<file path="src/rtl/fmt_pkg.sv">
// rtl/fmt_pkg.sv - shared ASCII constants, mode codes and FSM states for the byte formatter
package fmt_pkg;

    localparam logic [7:0] ASCII_0    = 8'h30;
    localparam logic [7:0] ASCII_1    = 8'h31;
    localparam logic [7:0] ASCII_LC_A = 8'h61;
    localparam logic [7:0] ASCII_UC_A = 8'h41;
    localparam logic [7:0] ASCII_LF   = 8'h0A;

    localparam logic MODE_HEX = 1'b0;
    localparam logic MODE_BIN = 1'b1;

    typedef enum logic [1:0] {
        IDLE = 2'd0,
        EMIT = 2'd1,
        EOL  = 2'd2
    } state_e;

endpackage

</file>
<file path="src/rtl/nibble_to_ascii.sv">
// rtl/nibble_to_ascii.sv - combinational 4-bit value to ASCII hex digit
module nibble_to_ascii
    import fmt_pkg::*;
(
    input  logic [3:0] nibble_i,
    input  logic       uppercase_i,
    output logic [7:0] char_o
);

    logic [7:0] letter_base;

    assign letter_base = uppercase_i ? ASCII_UC_A : ASCII_LC_A;

    always_comb begin
        char_o = ASCII_0 + {4'h0, nibble_i};
        if (nibble_i >= 4'd10) begin
            char_o = letter_base + {4'h0, nibble_i} - 8'd10;
        end
    end

endmodule

</file>
<file path="src/rtl/byte_ascii_formatter.sv">
// rtl/byte_ascii_formatter.sv - serialises stream bytes into hex or binary ASCII lines ending in LF
module byte_ascii_formatter
    import fmt_pkg::*;
#(
    parameter bit UPPERCASE = 1'b0,
    parameter bit DROP_LF   = 1'b1,
    parameter int CNT_W     = 16
) (
    input  logic             clk,
    input  logic             reset,
    input  logic             mode,
    input  logic             in_valid,
    input  logic [7:0]       in_data,
    output logic             in_ready,
    output logic             out_valid,
    output logic [7:0]       out_char,
    input  logic             out_ready,
    output logic             busy,
    output logic [CNT_W-1:0] byte_count
);

    state_e           state_q, state_d;
    logic [7:0]       byte_q, byte_d;
    logic             mode_q, mode_d;
    logic [2:0]       idx_q, idx_d;
    logic [CNT_W-1:0] cnt_q, cnt_d;

    logic       accept;
    logic       take_byte;
    logic [2:0] last_idx;
    logic [3:0] nibble;
    logic [7:0] hex_char;

    assign in_ready   = (state_q == IDLE) || ((state_q == EOL) && out_ready);
    assign accept     = in_valid && in_ready;
    // A dropped LF is still handshaked; it just never reaches EMIT.
    assign take_byte  = accept && !(DROP_LF && (in_data == ASCII_LF));
    assign last_idx   = (mode_q == MODE_BIN) ? 3'd7 : 3'd1;
    assign nibble     = idx_q[0] ? byte_q[3:0] : byte_q[7:4];
    assign busy       = (state_q != IDLE);
    assign byte_count = cnt_q;

    nibble_to_ascii u_nibble (
        .nibble_i    (nibble),
        .uppercase_i (UPPERCASE),
        .char_o      (hex_char)
    );

    always_comb begin
        state_d   = state_q;
        byte_d    = byte_q;
        mode_d    = mode_q;
        idx_d     = idx_q;
        cnt_d     = cnt_q;
        out_valid = 1'b0;
        out_char  = 8'h00;

        case (state_q)
            IDLE: begin
                if (take_byte) begin
                    byte_d  = in_data;
                    mode_d  = mode;
                    idx_d   = 3'd0;
                    state_d = EMIT;
                end
            end
            EMIT: begin
                out_valid = 1'b1;
                if (mode_q == MODE_BIN) begin
                    out_char = byte_q[3'd7 - idx_q] ? ASCII_1 : ASCII_0;
                end else begin
                    out_char = hex_char;
                end
                if (out_ready) begin
                    if (idx_q == last_idx) begin
                        state_d = EOL;
                    end else begin
                        idx_d = idx_q + 3'd1;
                    end
                end
            end
            EOL: begin
                out_valid = 1'b1;
                out_char  = ASCII_LF;
                if (out_ready) begin
                    cnt_d   = cnt_q + CNT_W'(1);
                    state_d = IDLE;
                    if (take_byte) begin
                        byte_d  = in_data;
                        mode_d  = mode;
                        idx_d   = 3'd0;
                        state_d = EMIT;
                    end
                end
            end
            default: state_d = IDLE;
        endcase
    end

    always_ff @(posedge clk) begin
        if (reset) begin
            state_q <= IDLE;
            byte_q  <= 8'h00;
            mode_q  <= 1'b0;
            idx_q   <= 3'd0;
            cnt_q   <= '0;
        end else begin
            state_q <= state_d;
            byte_q  <= byte_d;
            mode_q  <= mode_d;
            idx_q   <= idx_d;
            cnt_q   <= cnt_d;
        end
    end

endmodule
</file>
<file path="config.mk">
export PLATFORM = sky130hd
export DESIGN_NAME = byte_ascii_formatter
export DESIGN_NICKNAME = d
export VERILOG_FILES = /design/src/rtl/fmt_pkg.sv /design/src/rtl/nibble_to_ascii.sv /design/src/rtl/byte_ascii_formatter.sv
export SDC_FILE = /design/constraint.sdc
export NUM_CORES = 1
export LEC_CHECK = 0
export CAP_MARGIN = 20
export CORE_UTILIZATION = 44
export CTS_BUF_LIST = sky130_fd_sc_hd__clkbuf_4
export CTS_CLUSTER_DIAMETER = 200
export DETAILED_ROUTE_END_ITERATION = 7
export PLACE_DENSITY_LB_ADDON = 0.25
export SYNTH_ARGS = -nofsm -noshare
export SYNTH_HDL_FRONTEND = slang
export SYNTH_SLANG_ARGS = --single-unit
export TNS_END_PERCENT = 100
</file>
<file path="constraint.sdc">
create_clock -name clk -period 4.19 [get_ports clk]
set_input_delay 1.0475 -clock clk [delete_from_list [all_inputs] [get_ports clk]]
set_output_delay 1.0475 -clock clk [all_outputs]
set_load 0.005 [all_outputs]
</file>
After elaboration in Yosys (flattened, before gate mapping)
Index checks and enable logic that the tools add are counted.

Flip-flop bits (word level): 30. Output and inout port bits: 27. Logic and storage cells: 62.

$add $sub $neg: 6. Magnitude comparators: 2. Equality and inequality tests: 9. Mux-type cells: 26. Reduce and logical (&&, ||, !) cells: 14.

Operators with widths (number): $mux 8 (4); $pmux 8 s2 (2); $add 16x1->16 const B (1); $mux 3 (5); $ne 2x2->1 const B (5); $pmux 3 s3 (1); $add 7x4->8 const A (1); $eq 8x4->1 const B (1); $mux 2 (4); $reduce_and 4->1 (2); $sub 8x4->8 const B (1); $add 6x4->7 const A (1); $mux 1 (6); $pmux 2 s3 (1); $ge 4x4->1 const B (1); $lt 3x4->1 const B (1); $mux 4 (1); $reduce_and 2->1 (2); $reduce_bool 2->1 (2); $add 3x1->3 const B (1); $bmux 1 s3 (1); $eq 3x3->1 (1); $logic_and 1x1->1 (3); $reduce_bool 3->1 (1); other kinds (8) (8).

Longest topological paths before layout
Depth in word-level cells: 8. Mapped depth: 9.

By module
A second synthesis with hierarchy kept.

Cells, all modules: 211. Area, all modules: 1844.3 µm².

By module, submodules not included: byte_ascii_formatter (instances 1, cells an instance 186, area each 1649.1 µm², sequential area each 600.6 µm²); nibble_to_ascii (instances 1, cells an instance 25, area each 195.2 µm², sequential area each 0.0 µm²).

Least setup slack after synthesis
Ideal clock, no wire load.

Path type: register -> output. Start point: register idx_q[0]. End point: output out_char[0]. Arrival time: 1.759 ns. Slack: 1.383 ns. Stages on the path, launching flop included: 9. Buffers on the path: 2. Path through: dfxtp_1 -> clkbuf_2 -> buf_2 -> mux2i_1 -> inv_1 -> ha_1 -> o21ba_2 -> nor3_1 -> o31ai_1.

Word-level cells in the longest chain between the ends: 6.

Ends and longest elaborated chain: from (decl) (line byte_ascii_formatter.sv:25) `logic [2:0] idx_q, idx_d;`; from (signal assigned) (line byte_ascii_formatter.sv:111) `idx_q <= idx_d;`; $mux 4 or $sub 3x3->3 (tied branches) (line byte_ascii_formatter.sv:39, byte_ascii_formatter.sv:70); $add 7x4->8 or $bmux 1 s3 (tied branches) (line nibble_to_ascii.sv:17, byte_ascii_formatter.sv:70); $sub 8x4->8 or $mux 1 (tied branches) (line nibble_to_ascii.sv:17, byte_ascii_formatter.sv:70); $mux 8 or $mux 1 (tied branches) (line nibble_to_ascii.sv:16, byte_ascii_formatter.sv:70); $mux 8 (*) (line byte_ascii_formatter.sv:69) `if (mode_q == MODE_BIN) begin`; $pmux 8 s2 (*) (line byte_ascii_formatter.sv:58) `case (state_q)`; to (decl) (line byte_ascii_formatter.sv:16) `output logic [7:0] out_char,`.

Mark *: on every way between the ends. The rest lies on a longest branch, timed or not. The select of a mux whose other input is x is not followed.

Worst setup path after layout
Start point: register idx_q[0]. End point: output out_char[2].

Word-level cells in the longest chain between the ends: 6.

Ends and longest elaborated chain: $mux 4 (*) (line byte_ascii_formatter.sv:39) `assign nibble = idx_q[0] ? byte_q[3:0] : byte_q[7:4];`; $add 7x4->8 (line nibble_to_ascii.sv:17) `char_o = letter_base + {4'h0, nibble_i} - 8'd10;`; $sub 8x4->8 (line nibble_to_ascii.sv:17); $mux 8 (*) (line nibble_to_ascii.sv:16) `if (nibble_i >= 4'd10) begin`; $mux 8 (*) (line byte_ascii_formatter.sv:69); $pmux 8 s2 (*) (line byte_ascii_formatter.sv:58).

Mark *: on every way between the ends. The rest lies on a longest branch, timed or not.

==> impl_metrics.json <==
{
  "crit_slowest_cell": "dfxtp_1",
  "grt_pass1_wl_um": 6650,
  "fin_area_um2": 2250,
  "grt_remaining_overflow": 0,
  "status": "finished clean",
  "finalClockSkew_ns": 0.00548,
  "post_cts_resized": 0,
  "post-cts-setup-buffers": 0,
  "cts_tree": "yes",
  "cts_buffers": 5,
  "slew_viol_final": 0,
  "portBuffers": 38,
  "setup_viol": 0,
  "tightestPinTransition_ns": 0.714,
  "vias": 1639,
  "drt_iter0_drc": 83,
  "avgRoutedWirePerCell_um": 13.4,
  "grt_pass1_vias": 1463,
  "clock_latency_ns": 0.34,
  "area_growth_pct": 25.1,
  "drt-total-wl_um": 3950,
  "io_pins": 40,
  "reg2reg_from": "state_q[1]$_SDFFE_PP0P_",
  "maxCapViolations": 0,
  "place_congestion": 0.959,
  "crit_path_start": "idx_q[0]$_SDFFE_PP0P_",
  "worstSetupStartpointType": "flip-flop",
  "synth_area_per_cell_um2": 8.62,
  "coreArea_um2": 3800,
  "most-common-layout-cells": "38 x clkdlybuf4s50_1, 30 x dfxtp_1, 25 x nor2_1, 11 x inv_1",
  "root_buffer": "clkbuf_4",
  "r2r_slack_ns": 2.24,
  "post_dp_cell_area_um2": 2200,
  "cts.sinks": 30,
  "cp-end-kind": "output pin",
  "hold_class": "flip-flop to flip-flop",
  "die_x_um": 66.0,
  "syn_inst": 209,
  "syn_area_um2": 1800,
  "drc_errors": 0,
  "finalHoldViolCount": 0,
  "ys_seq_area_share_pct": 33.3,
  "p_per_area_nw_per_um2": 393,
  "fin_crit_sh_pct": 92.5,
  "hpwl_um": 2920,
  "clockBufferDepth": 2,
  "fmax_mhz": 258,
  "path_clk_slew_ns": 0.09,
  "slew_headroom_pct": 52.3,
  "hold_buffers": 0,
  "async_reset_ff_share_pct": 0,
  "ys_seq_elements": 30,
  "rsz0062_at_grt": "false",
  "n_antenna_cell": 0,
  "floorplan.initialDensity_pct": 47.4,
  "cts_max_level": 2,
  "fin_crit_ns": 3.87,
  "yosys_warnings": 0,
  "total_power_w": 0.000885,
  "mostFrequentLayoutCell": "clkdlybuf4s50_1",
  "postRouteAntennaNets": 0,
  "worstPathRequired_ns": 3.14,
  "synth_enable_flop_cells": 0,
  "die_area_um2": 4350,
  "via_per_inst": 5.56,
  "worst-setup-path-type": "flip-flop to output pin",
  "dr.pass1.iters": 4,
  "r2r_end": "idx_q[2]$_SDFFE_PP0P_",
  "synthFlopType": "dfxtp_1",
  "die_h_um": 66.0,
  "final_layout_size_suffix_gt1_share_pct": 9.31,
  "worstPathCellList": "o21ai_0 -> inv_1 -> ha_1 -> o21ba_2 -> o31a_1 -> nor3_1 -> clkdlybuf4s50_1",
  "ff2ff_path_depth": 6,
  "cellLeakagePower_nw": 0.845,
  "crit_path_end": "out_char[2]",
  "grt_start_max_net_pins": 19,
  "synth_nets": 231,
  "antenna_found_initial": 0,
  "rows": 22,
  "grt_usage_pct": 20.2,
  "crit_arrival_ns": 2.83,
  "peakVddDrop_v": 0.000175,
  "slowest_delay_ns": 0.69,
  "worstPathMaxFanout": 18,
  "yosys.cell_types.count": 57,
  "fin_nets": 268,
  "setup_tns_ns": 0
}
[per-layer routing]
metal	global-route usage, %	vias to the layer above	wire length, um
li1	-	829	-
met5	0	-	0
met2	27.8	40	1610
met1	27.9	758	2050
met3	4.83	12	164
met4	12.5	0	122
[state kept, by name, summed over array words and instances, names as in the netlist]
register	count
byte_count	16
byte_q	8
idx_q	3
mode_q	1
state_q	2
[cell type report]
| cell class | instances | area, um^2 |
|---|---|---|
| Fill cell | 361 | 1550 |
| Multi-Input combinational cell | 159 | 1110 |
| Sequential cell | 30 | 601 |
| Timing Repair Buffer | 39 | 388 |
| Tap cell | 48 | 60.1 |
| Clock buffer | 6 | 45.0 |
| Inverter | 11 | 41.3 |
| Clock inverter | 2 | 8.76 |
[cells in the mapped netlist, types with 2 or more instances]
| cell type | instances | area, um^2 |
|---|---|---|
| a211o_1 | 2 | 17.5 |
| a21oi_1 | 9 | 45.0 |
| and3_1 | 3 | 18.8 |
| buf_2 | 3 | 15.0 |
| clkbuf_1 | 2 | 7.51 |
| dfxtp_1 | 30 | 601 |
| ha_1 | 9 | 113 |
| inv_1 | 11 | 41.3 |
| mux2_2 | 3 | 33.8 |
| mux2i_1 | 10 | 100 |
| nand2_1 | 10 | 37.5 |
| nand3_1 | 8 | 40.0 |
| nand4_1 | 6 | 37.5 |
| nor2_1 | 25 | 93.8 |
| nor3_1 | 5 | 25.0 |
| nor4_1 | 2 | 12.5 |
| o21a_1 | 3 | 22.5 |
| o21ai_0 | 7 | 35.0 |
| o21ba_2 | 2 | 20.0 |
| o221ai_1 | 2 | 17.5 |
| o311a_1 | 2 | 20.0 |
| o31ai_1 | 3 | 22.5 |
| or2_2 | 2 | 12.5 |
| or3_1 | 4 | 25.0 |
| or4_1 | 2 | 15.0 |
| or4b_1 | 3 | 30.0 |
| xnor2_1 | 6 | 52.6 |
| xor2_1 | 6 | 52.6 |
[worst max-delay path: cells and delay by family, from the launching register on]
kind	cells	cell delay [ns]
flip-flops	1	0.69
buffers and inverters	2	0.73
AND/OR/NAND/NOR	1	0.20
AO/OA/AOI/OAI	3	0.66
adder cells (fa/ha/maj)	1	0.21
[cell families (layout without fill, tap and decap cells)]
kind of cell	after synthesis	in the layout	synth area share, %
muxes	13	13	7.43
AOI/OAI and AO/OA	42	42	16.9
adders and majority gates	9	9	6.25
DFF	30	30	33.3
and+or+nand+nor	82	82	24.9
buffers and inverters	20	58	5.07
other	1	1	0.208
xor gates and xnor gates	12	12	5.83
[per-stage QoR]
step           utilization, %  hold WS, ns  worst slack (ns)  std cells
3_5_place_dp             57.9        0.493             0.712        287
3_3_place_gp             57.9        0.475             0.763        287
4_1_cts                  59.3        0.509             0.324        295
6_report                 59.3        0.510             0.316        295
2_1_floorplan               -        0.455              1.38        209
5_1_grt                  59.3        0.560             0.107        295
[power by group]
part | total [W] | internal [W] | switching [W]
Combinational | 0.000357 | 0.000178 | 0.000179
Clock | 0.000173 | 0.0000693 | 0.000103
Sequential | 0.000355 | 0.000312 | 0.0000426
Total | 0.000885 | 0.000559 | 0.000325
[worst min-delay path by stage]
stage                                      startpoint                     endpoint  cells after the start
after floorplan                byte_q[7]$_SDFFE_PP0P_       byte_q[7]$_SDFFE_PP0P_                      2
after global placement    byte_count[15]$_SDFFE_PP0P_  byte_count[15]$_SDFFE_PP0P_                      2
after detailed placement  byte_count[15]$_SDFFE_PP0P_  byte_count[15]$_SDFFE_PP0P_                      2
after CTS                 byte_count[15]$_SDFFE_PP0P_  byte_count[15]$_SDFFE_PP0P_                      2
after global routing      byte_count[14]$_SDFFE_PP0P_  byte_count[14]$_SDFFE_PP0P_                      2
final                     byte_count[14]$_SDFFE_PP0P_  byte_count[14]$_SDFFE_PP0P_                      2
No activity file was read; power rests on OpenSTA's default activity.
